--- config.mk ---
export PLATFORM = sky130hd
export DESIGN_NAME = control_sequencer_flat
export DESIGN_NICKNAME = d
export VERILOG_FILES = /design/src/rtl/control_sequencer_if.sv /design/src/rtl/control_sequencer.sv /design/src/flat_wrapper.sv
export SDC_FILE = /design/constraint.sdc
export NUM_CORES = 1
export LEC_CHECK = 0
export CAP_MARGIN = 40
export CORE_MARGIN = 4
export CORE_UTILIZATION = 43
export CTS_BUF_LIST = sky130_fd_sc_hd__clkbuf_8
export DETAILED_ROUTE_END_ITERATION = 10
export GPL_TIMING_DRIVEN = 0
export PLACE_DENSITY = 0.78
export SETUP_SLACK_MARGIN = 0.05
export SLEW_MARGIN = 20
export SYNTH_ARGS = -nofsm -noshare
export SYNTH_HDL_FRONTEND = slang
export SYNTH_SLANG_ARGS = --single-unit
--- constraint.sdc ---
create_clock -name clock -period 1.9 [get_ports clock]
set_clock_uncertainty 0.05 [all_clocks]
set_input_delay 0.38 -clock clock [delete_from_list [all_inputs] [get_ports clock]]
set_output_delay 0.38 -clock clock [all_outputs]
set_load 0.005 [all_outputs]
--- src/rtl/control_sequencer_if.sv ---
// Handshake and status bundle between the instruction source and the
// control sequencer. The master drives fetch/stall controls. The slave, which
// is the sequencer, drives the IR, micro-state and status back.
interface control_sequencer_if #(
   parameter int DATA_W = 16,
   parameter int CNT_W  = 16
);
   logic              run;
   logic              instr_valid;
   logic [DATA_W-1:0] instr_in;
   logic              stall;
   logic              instr_ready;
   logic [DATA_W-1:0] instr;
   logic [3:0]        state;
   logic              busy;
   logic              done;
   logic              illegal;
   logic [CNT_W-1:0]  retired;

   modport master (
      output run, instr_valid, instr_in, stall,
      input  instr_ready, instr, state, busy, done, illegal, retired
   );

   modport slave (
      input  run, instr_valid, instr_in, stall,
      output instr_ready, instr, state, busy, done, illegal, retired
   );
endinterface

--- src/rtl/control_sequencer.sv ---
// Multi-cycle instruction sequencer for the 16-bit CPU.
// It latches one instruction per handshake and then walks a 4-bit micro-state
// through that opcode's steps. The state encoding is fixed because the
// downstream control decoder decodes these exact values.
// When an instruction retires, the sequencer pulses done and bumps a
// wrapping counter. When the opcode is 3'b111, it pulses illegal instead.
module control_sequencer #(
   parameter int DATA_W = 16,
   parameter int CNT_W  = 16
) (
   input logic             clock,
   input logic             resetn,
   control_sequencer_if.slave bus
);

   typedef enum logic [3:0] {
      IDLE   = 4'b0000,
      DECODE = 4'b0001,
      LOAD   = 4'b0010,
      MOVE   = 4'b0011,
      LDPC   = 4'b0100,
      BRANCH = 4'b0101,
      SUB0   = 4'b0110,
      SUB1   = 4'b0111,
      SUB2   = 4'b1000,
      ADD0   = 4'b1001,
      ADD1   = 4'b1010,
      ADD2   = 4'b1011,
      XOR0   = 4'b1100,
      XOR1   = 4'b1101,
      XOR2   = 4'b1110,
      UNUSED = 4'b1111
   } state_t;

   state_t            stateQ, stateD;
   logic [DATA_W-1:0] instrQ, instrD;
   logic              doneQ, doneD;
   logic              illegalQ, illegalD;
   logic [CNT_W-1:0]  retiredQ, retiredD;
   logic [2:0]        opcode;

   assign opcode          = instrQ[DATA_W-1 -: 3];
   assign bus.instr_ready = (stateQ == IDLE) && bus.run;
   assign bus.busy        = (stateQ != IDLE);
   assign bus.instr       = instrQ;
   assign bus.state       = stateQ;
   assign bus.done        = doneQ;
   assign bus.illegal     = illegalQ;
   assign bus.retired     = retiredQ;

   // Next-state logic: accept in IDLE, hold everything while stalled, otherwise advance one micro-step
   always_comb begin
      stateD   = stateQ;
      instrD   = instrQ;
      doneD    = 1'b0;
      illegalD = 1'b0;
      retiredD = retiredQ;
      if (stateQ == IDLE) begin
         if (bus.run && bus.instr_valid) begin
            instrD = bus.instr_in;
            stateD = DECODE;
         end
      end else if (stateQ == UNUSED) begin
         stateD = IDLE;
      end else if (!bus.stall) begin
         case (stateQ)
            DECODE: begin
               case (opcode)
                  3'b000: stateD = LOAD;
                  3'b001: stateD = MOVE;
                  3'b010: stateD = LDPC;
                  3'b011: stateD = BRANCH;
                  3'b100: stateD = SUB0;
                  3'b101: stateD = ADD0;
                  3'b110: stateD = XOR0;
                  3'b111: begin
                     stateD   = IDLE;
                     illegalD = 1'b1;
                  end
               endcase
            end
            SUB0: stateD = SUB1;
            SUB1: stateD = SUB2;
            ADD0: stateD = ADD1;
            ADD1: stateD = ADD2;
            XOR0: stateD = XOR1;
            XOR1: stateD = XOR2;
            LOAD, MOVE, LDPC, BRANCH, SUB2, ADD2, XOR2: begin
               stateD   = IDLE;
               doneD    = 1'b1;
               retiredD = retiredQ + CNT_W'(1);
            end
            default: stateD = IDLE;
         endcase
      end
   end

   // State, IR, status pulses and retire counter; reset aborts any instruction in flight
   always_ff @(posedge clock or negedge resetn) begin
      if (!resetn) begin
         stateQ   <= IDLE;
         instrQ   <= '0;
         doneQ    <= 1'b0;
         illegalQ <= 1'b0;
         retiredQ <= '0;
      end else begin
         stateQ   <= stateD;
         instrQ   <= instrD;
         doneQ    <= doneD;
         illegalQ <= illegalD;
         retiredQ <= retiredD;
      end
   end

endmodule

--- src/flat_wrapper.sv ---
// flat-port wrapper written by rule: the top's interface ports become plain ports
module control_sequencer_flat 
#(
   parameter int DATA_W = 16,
   parameter int CNT_W  = 16
)
  (clock, resetn, bus_run, bus_instr_valid, bus_instr_in, bus_stall, bus_instr_ready, bus_instr, bus_state, bus_busy, bus_done, bus_illegal, bus_retired);
  control_sequencer_if #(.DATA_W(DATA_W), .CNT_W(CNT_W)) bus_i ();
  input logic clock;
  input logic resetn;
  input wire logic [$bits(bus_i.run)-1:0] bus_run;
  input wire logic [$bits(bus_i.instr_valid)-1:0] bus_instr_valid;
  input wire logic [$bits(bus_i.instr_in)-1:0] bus_instr_in;
  input wire logic [$bits(bus_i.stall)-1:0] bus_stall;
  output wire logic [$bits(bus_i.instr_ready)-1:0] bus_instr_ready;
  output wire logic [$bits(bus_i.instr)-1:0] bus_instr;
  output wire logic [$bits(bus_i.state)-1:0] bus_state;
  output wire logic [$bits(bus_i.busy)-1:0] bus_busy;
  output wire logic [$bits(bus_i.done)-1:0] bus_done;
  output wire logic [$bits(bus_i.illegal)-1:0] bus_illegal;
  output wire logic [$bits(bus_i.retired)-1:0] bus_retired;
  assign bus_i.run = bus_run;
  assign bus_i.instr_valid = bus_instr_valid;
  assign bus_i.instr_in = bus_instr_in;
  assign bus_i.stall = bus_stall;
  assign bus_instr_ready = bus_i.instr_ready;
  assign bus_instr = bus_i.instr;
  assign bus_state = bus_i.state;
  assign bus_busy = bus_i.busy;
  assign bus_done = bus_i.done;
  assign bus_illegal = bus_i.illegal;
  assign bus_retired = bus_i.retired;
  control_sequencer #(.DATA_W(DATA_W), .CNT_W(CNT_W)) u_core (.clock(clock), .resetn(resetn), .bus(bus_i));
endmodule
Word level (Yosys, flattened, before mapping):

Index checks and enable logic that the tools add are counted.

* output and inout bits: 40
* register bits after elaboration: 38
* bits of input ports: 21

* eq/ne operators: 24
* $add $sub $neg: 1
* bitwise logic cells: 3
* mux-type cells: 15
* reductions and logical operators: 9

Operator list (number)
* 4-bit equality test, second input constant: 8
* 4-bit one-hot mux with 8 select lines: 1
* 4-bit one-hot mux with 7 select lines: 1
* 16-bit by 1-bit adder with 16-bit output, second input constant: 1
* 4-bit by 3-bit equality test with 1-bit output, second input constant: 4
* 4-bit 2-to-1 mux: 4
* 3-bit equality test, second input constant: 4
* 1-bit 2-to-1 mux: 9
* 4-bit by 2-bit equality test with 1-bit output, second input constant: 2
* 7-bit OR reduction: 1
* 3-bit by 2-bit equality test with 1-bit output, second input constant: 2
* 4-bit by 1-bit equality test with 1-bit output, second input constant: 1
* 4-bit logical NOT: 1
* 2-bit AND reduction: 2
* 4-bit AND reduction: 1
* 4-bit nonzero test: 1
* 3-bit by 1-bit equality test with 1-bit output, second input constant: 1
* 3-bit logical NOT: 1
* 3-bit by 1-bit != test with 1-bit output, second input constant: 1
* 1-bit NOT: 3
* 1-bit logical AND: 2
* 2-bit != test, second input constant: 1

Longest topological paths before layout:

Gate-level depths: netlist (run 1).

* depth after elaboration: 6
* depth in mapped cells: 6

Least setup slack after synthesis (run 1):

No wires, ideal clock.

* path type: register to register
* start point: register u_core.stateQ[1] (netlist: u_core.bus.state[1])
* end point: register u_core.instrQ[0] (netlist: u_core.bus.instr[0])
* arrival time: 1781 ps
* required time: 1725 ps
* setup slack: -56 ps
* buffers on the path: 2
* clock period less this slack: 1956 ps
* stages on the path, launching flop included: 6
* cells stage by stage: dfrtp_1 or3_1 buf_2 nor3_4 buf_8 mux2_4

* longest elaborated chain between the ends: 2

Ends and longest elaborated chain
* start, declared: line control_sequencer.sv:35 `state_t stateQ, stateD;`
* start signal, assigned: line control_sequencer.sv:107 `stateQ <= stateD;`
* 4-bit logical NOT: line control_sequencer.sv:58 `if (stateQ == IDLE) begin`
* 2-bit AND reduction (no line)
* end signal, assigned: line control_sequencer.sv:108 `instrQ <= instrD;`
* end, declared: line control_sequencer.sv:36 `logic [DATA_W-1:0] instrQ, instrD;`

No other way between the ends.
A chain may end at the register's enable or synchronous reset.

Worst setup path in the final report (run 1):

* start point: register u_core.stateQ[2] (netlist: u_core.bus.state[2])
* end point: output bus_instr_ready

* longest elaborated chain between the ends: 2

Ends and longest elaborated chain
* 4-bit logical NOT: line control_sequencer.sv:43 `assign bus.instr_ready = (stateQ == IDLE) && bus.run;`
* 1-bit logical AND: line control_sequencer.sv:43
* end, declared: line flat_wrapper.sv:15 `output wire logic [$bits(bus_i.instr_ready)-1:0] bus_instr_ready;`

No other way between the ends.

==> metrics.md, run 1 <==
| Metric | Value |
|---|---|
| Simple-gate share of the synthesized area | 0.114 |
| Warnings from Yosys | 0 |
| Ratio of final minimum period to clock period | 0.983 |
| Total power per unit cell area | 1390 nW/um^2 |
| Maxcap violations | 0 |
| EDFF count, synth | 0 |
| Worst-Margin Slew | 0.406 ns |
| CP max-delay cell | or3_4 |
| P_leak | roughly 1.3 nW |
| Wl on met1 | just under 2 mm |
| Unrepaired setup endpoints after global routing | yes |
| Post-Synth XOR/XNOR Area | 0.0820 |
| Max Clk Rate | approximately 540 MHz |
| Min cycle time layout | around 1.9 ns |
| GRT overflow | 0 |
| Hold_ws | ~0.34 ns |
| Post-synthesis mux area share | 0.128 |
| Commonest non-fill, non-tap cells in the layout | clkdlybuf4s50_1, dfrtp_1, xnor2_1, mux2_4, buf_4 |
| Non-Filler Instances | approximately 300 |
| CTS max path bufs | 2 |
| Reg area | between 900 and 1000 um^2 |
| Core footprint | ~4400 um^2 |
| Global-route wire length before repair | 7.18 mm |
| Final Max Tran Viols | 0 |
| Synth Area in Compound Gates | 0.137 |
| Port bufs | just under 60 |
| Critical-path cell list | or3_4 -> nand2b_4 -> nor2_2 -> buf_2 |
| Worst slew margin | 0.727 |
| Vias in the first global route | around 1500 |
| Crit. Startpoint | u_core.bus.state[2] |
| Worst min-delay path category | in -> reg |
| Initial core utilization | 0.442 |
| Main combinational cell family by area after synthesis | compound AO/OA/AOI/OAI gates |
| Metal3 WL | ~320 um |
| Critical Path Fanout Max | 3 |
| Hold wc startpoint | bus_stall |
| Initial antenna violation count | 0 |
| Layout fillers | 335 |
| Routed WL | 4.53 mm |
| Gpl congestion | between 0.8 and 0.9 |
| Largest net degree at the start of global routing | 28 |
| Hold depth | 2 |
| Nets | between 200 and 300 |
| FF-to-FF End | u_core.bus.instr[9] |
| Seq/Total Area, Yosys | 0.494 |
| Row cnt | 24 |
| Mean Syn Cell Area | around 12 um^2 |
| # IOs | between 60 and 70 |
| CTS buffer count | 5 |
| Flops & latches, synth | 38 |
| Die Width | ~75 um |
| Post-synthesis cell area | between 1500 and 2000 um^2 |
| Final setup violation count | 0 |
| Die Span Y | 74.9 um |
| Final hold vios | 0 |
| Crit Reg-Reg Startpoint | u_core.bus.state[2] |
| Type of the worst setup path | reg -> out |
| Worst r2r path cells | 6 |
| N_diodes | 0 |
| CTS tree | yes |
| CP Buf/Inv Count | 1 |
| Sink Count | 38 |
| Status | complete, no violations |
| CP delay by family, top | simple AND/OR/NAND/NOR gates |
| Syn nets | 185 |
| Routed len/inst | around 15 um |
| Routed vias/inst | 5.35 |
| Vias post-DR | roughly 1600 |
| Post-Synth Adder-Cell Area | 0.00651 |
| Hold Crit Endpoint | u_core.bus.illegal |
| DRT antenna net count | 0 |
| DR pass1 iterations | 4 |
| Root buffer cell | clkbuf_8 |
| CP Data Arrival Time | around 1.4 ns |
| Area delta synth->final | 53.5% |
| Share of synthesized registers carrying an async set or reset | 1.00 |
| Die area | around 5600 um^2 |
| Starting DRT DRC Count | 90 |
| Post-Syn Instances | ~160 |
| WL met2 | 2.14 mm |
| Clock-pin slew of the registers on the worst-case setup and hold paths | 0.08 ns |
| FF-to-FF setup slack | 0.03 ns |
| Post-Place Cells | approximately 280 |
| # DRC | 0 |
| Max H-tree Level | 2 |
| Max IR drop VDD | slightly below 0.8 mV |
| Critical Path RT | roughly 1.5 ns |
| Most common cell after layout, fill and taps aside | clkdlybuf4s50_1 |
| Share of cells above drive strength 1 | 0.261 |
| Critical Path Start Type | flop |
| DP HPWL | 2.98 mm |
| Area of the multi-input gates | between 900 and 1000 um^2 |
| Synth Flop Type | dfrtp_1 |
| CP peak stage delay | approximately 0.40 ns |
| Gr usage total | 0.172 |
| Synth unique cells | 40 |
| Clock latency on the worst-skew pair | just under 0.3 ns |
| Post-layout util | 0.678 |
| Worst setup EP type | output pin |
| Max layer used | met4 |
-- flip-flops by register name, indices dropped and copies added (netlist names) --
register,cells
u_core.bus.instr,16
u_core.bus.retired,16
u_core.bus.done,1
u_core.bus.state,4
u_core.bus.illegal,1
-- cell families (layout without fill, tap and decap cells) --
family | count (synthesis) | after routing
AOI/OAI and AO/OA | 35 | 35
xor gates and xnor gates | 18 | 18
adders and majority gates | 1 | 1
buffers and inverters | 15 | 97
DFF | 38 | 38
muxes | 19 | 19
and+or+nand+nor | 37 | 37
-- layout make-up --
class | instances | area share
Clock inverter | 3 | 0.0233
Buffer | 9 | 0.0229
Inverter | 5 | 0.00636
Multi-Input combinational cell | 110 | 0.328
Tap cell | 52 | 0.0220
Clock buffer | 5 | 0.0233
Timing Repair Buffer | 75 | 0.252
Sequential cell | 38 | 0.322
-- how the worst max path moves through the flow --
| stage | endpoint | depth (start not counted) | slack [ns] |
|---|---|---|---|
| after CTS | bus_instr_ready | 5 | -0.08 |
| after global placement | u_core.bus.retired[9] | 1 | -0.52 |
| final | bus_instr_ready | 4 | 0.03 |
| after detailed placement | bus_instr_ready | 5 | -0.23 |
| after floorplan | u_core.bus.instr[0] | 5 | 0.02 |
| after global routing | bus_instr_ready | 4 | -0.04 |
-- Yosys cell counts, types with 2 or more instances --
| cell type | number | area [um^2] |
|---|---|---|
| nor2_1 | 3 | 11.3 |
| and3_1 | 4 | 25.0 |
| nor2b_1 | 3 | 18.8 |
| o211ai_1 | 6 | 45.0 |
| nand2b_1 | 2 | 12.5 |
| nand3_1 | 4 | 20.0 |
| buf_2 | 5 | 25.0 |
| nand4_1 | 3 | 18.8 |
| a211oi_1 | 5 | 37.5 |
| nor3_1 | 3 | 15.0 |
| mux2_2 | 9 | 101 |
| a21o_1 | 2 | 15.0 |
| o2111ai_1 | 7 | 61.3 |
| clkbuf_1 | 4 | 15.0 |
| xnor2_1 | 13 | 114 |
| mux2_4 | 9 | 135 |
| nand2_1 | 6 | 22.5 |
| xor2_1 | 5 | 43.8 |
| and4_1 | 2 | 17.5 |
| o21ai_0 | 3 | 15.0 |
| dfrtp_1 | 38 | 951 |
| inv_1 | 4 | 15.0 |
| a21oi_1 | 6 | 30.0 |
-- timing repair --
item	4_1_cts	5_1_grt
endpoints found under the hold margin	11	0
hold buffers	1	0
pin swaps	2	8
setup endpoints to repair	25	32
resized for setup	14	20
gates cloned	1	0
setup buffers	9	4
-- through the flow --
| stage | TNS (ns) | cell area (um^2) | power, mW | setup slack [ns] |
|---|---|---|---|---|
| floorplan | 0 | 1930 | 2.21 | 0.0234 |
| detailed placement | -2.89 | 2600 | 3.02 | -0.234 |
| CTS | -0.0973 | 2860 | 4.00 | -0.0806 |
| global placement | -22.56 | 2580 | 2.99 | -0.517 |
| global route | -0.294 | 2950 | 4.35 | -0.0375 |
| finish | 0 | 2950 | 4.10 | 0.0326 |
-- power by group --
part           internal (mW)  leakage (nW)  switching (mW)
Clock                  0.526        0.0683           0.303
Sequential              1.08         0.480           0.246
Combinational           1.20         0.706           0.741
-- per-layer routing --
| layer | up-vias | track usage |
|---|---|---|
| li1 | 761 | - |
| met1 | 770 | 0.232 |
| met2 | 51 | 0.254 |
| met3 | 7 | 0.0574 |
| met4 | 0 | 0.0711 |
| met5 | - | 0 |
No activity file was read; power rests on OpenSTA's default activity.
==> inputs of run 2 (changes only) <==
Settings changed: ABC_CLOCK_PERIOD_IN_PS set to 1900.
==> results of run 2 <==
Final layout, timing and power as in run 1 (identical DEF).
==> inputs of run 3 (changes only) <==
==> constraint.sdc (replaced) <==
create_clock -name clock -period 1.9 [get_ports clock]
set_clock_uncertainty 0.05 [all_clocks]
set_input_delay 0.285 -clock clock [delete_from_list [all_inputs] [get_ports clock]]
set_output_delay 0.285 -clock clock [all_outputs]
set_load 0.005 [all_outputs]
==> run 3 against run 2 <==
- register-to-register slack better by 0.097 ns
- die area stayed put
- combinational power is 3% lower
- wire length is 0.18% higher
- utilization is 0.92 points lower
- largest cell class is now registers
- largest power group unchanged
==> metrics.md, run 3 (synthesized netlist as in run 1, its figures left out) <==
| Metric | Value |
|---|---|
| Worst slew margin | 0.725 |
| Gr usage total | 0.172 |
| Post-layout util | 0.669 |
| Max H-tree Level | 2 |
| Unrepaired setup endpoints after global routing | no |
| Global-route wire length before repair | 7.18 mm |
| Die Span Y | around 75 um |
| Critical Path Start Type | flop |
| P_leak | approximately 1.2 nW |
| Share of cells above drive strength 1 | 0.251 |
| Row cnt | 24 |
| DRT antenna net count | 0 |
| Worst-Margin Slew | between 0.4 and 0.5 ns |
| Nets | 264 |
| Most common cell after layout, fill and taps aside | clkdlybuf4s50_1 |
| Max IR drop VDD | 0.774 mV |
| Critical Path Fanout Max | 3 |
| Sink Count | 38 |
| Hold depth | 2 |
| Die Width | about 75 um |
| Worst r2r path cells | 5 |
| Final hold vios | 0 |
| # IOs | a little over 60 |
| Die area | ~5600 um^2 |
| Ratio of final minimum period to clock period | 0.949 |
| CTS buffer count | 5 |
| Clock-pin slew of the registers on the worst-case setup and hold paths | about 0.08 ns |
| Final setup violation count | 0 |
| Final Max Tran Viols | 0 |
| Routed vias/inst | between 5 and 6 |
| Area delta synth->final | 51.4% |
| N_diodes | 0 |
| Gpl congestion | between 0.8 and 0.9 |
| Port bufs | 59 |
| Hold_ws | 0.255 ns |
| CTS max path bufs | 2 |
| Status | complete, no violations |
| DR pass1 iterations | 4 |
| Min cycle time layout | 1.80 ns |
| Initial antenna violation count | 0 |
| Commonest non-fill, non-tap cells in the layout | clkdlybuf4s50_1, dfrtp_1, xnor2_1, mux2_4 |
| Vias in the first global route | ~1500 |
| Maxcap violations | 0 |
| DP HPWL | 2.98 mm |
| Max Clk Rate | 555 MHz |
| Critical Path RT | 1.56 ns |
| Routed len/inst | approximately 15 um |
| Core footprint | 4350 um^2 |
| Routed WL | roughly 4.5 mm |
| FF-to-FF setup slack | between 0.1 and 0.15 ns |
| Initial core utilization | 0.442 |
| Total power per unit cell area | roughly 1400 nW/um^2 |
| CP Data Arrival Time | roughly 1.5 ns |
| # DRC | 0 |
| Type of the worst setup path | reg -> out |
| Worst setup EP type | output pin |
| Worst min-delay path category | in -> reg |
| Overall Power | 4.04 mW |
| Clock latency on the worst-skew pair | 0.30 ns |
| Vias post-DR | between 1500 and 2000 |
| Starting DRT DRC Count | 132 |
| GRT overflow | 0 |
| CTS tree | yes |
| Largest net degree at the start of global routing | 28 |
| Root buffer cell | clkbuf_8 |
==> run 3: changes by cell type in the layout (fill, tap and decap cells not counted), sizes merged <==
| cell | delta |
|---|---|
| buf | -2 |
| clkdlybuf4s50 | +1 |
| dlymetal6s2s | -1 |
==> run 3: power breakdown <==
| part | leakage (nW) | internal [mW] | total, mW | switching [mW] |
|---|---|---|---|---|
| Combinational | 0.671 | 1.16 | 1.89 | 0.726 |
| Sequential | 0.480 | 1.08 | 1.32 | 0.245 |
| Clock | 0.0683 | 0.526 | 0.830 | 0.304 |
| Total | 1.22 | 2.77 | 4.04 | 1.27 |
==> run 3: stage by stage <==
stage | cells | TNS (ns) | instance area, um^2 | setup slack (ns)
final | 295 | 0 | 2910 | 0.0970
after detailed placement | 275 | -1.43 | 2600 | -0.148
after floorplan | 163 | 0 | 1930 | 0.0234
after CTS | 294 | 0 | 2860 | 0.0144
after global placement | 274 | -17.35 | 2580 | -0.422
after global routing | 295 | 0 | 2910 | 0.0391
==> run 3: worst paths after layout <==
path / end / from
setup / recovery: bus_instr_ready / u_core.bus.state[1]
hold / removal: u_core.bus.illegal / bus_stall
setup reg to reg: u_core.bus.instr[9] / u_core.bus.state[1]
hold reg to reg: u_core.bus.retired[15] / u_core.bus.retired[15]
max in group asynchronous: u_core.bus.retired[9] / resetn
min in group asynchronous: u_core.bus.instr[15] / resetn
==> run 3: repair_timing <==
action                                  in CTS  in global routing
cloned                                       1                  0
endpoints found under the setup margin      25                 32
setup buffers                                9                  2
pin swaps                                    2                  3
hold endpoints to repair                    11                  0
gates resized for setup                     14                 16
hold buffers                                 1                  0
==> run 3: cell type report <==
cell class | count | area [um^2]
sequential | 38 | 951
tap | 52 | 65.1
multi-input combinational | 110 | 948
fill | 342 | 1440
buffer | 9 | 63.8
timing repair buffer | 73 | 727
clock inverter | 3 | 68.8
clock buffer | 5 | 68.8
inverter | 5 | 18.8
==> run 3: routing by layer <==
layer  track usage  up-vias  routed length (um)
met2         0.254       50                2120
met1         0.232      756                1980
met4        0.0711        0                  78
met3        0.0574        7                 351
li1              -      758                   -
met5             0        -                   0
==> run 3: critical path, stage by stage, from the launching register on <==
cell and delay, ns:
dfrtp_1 0.40, or3_4 0.43, nand2b_4 0.16, nor2_2 0.07, buf_2 0.11
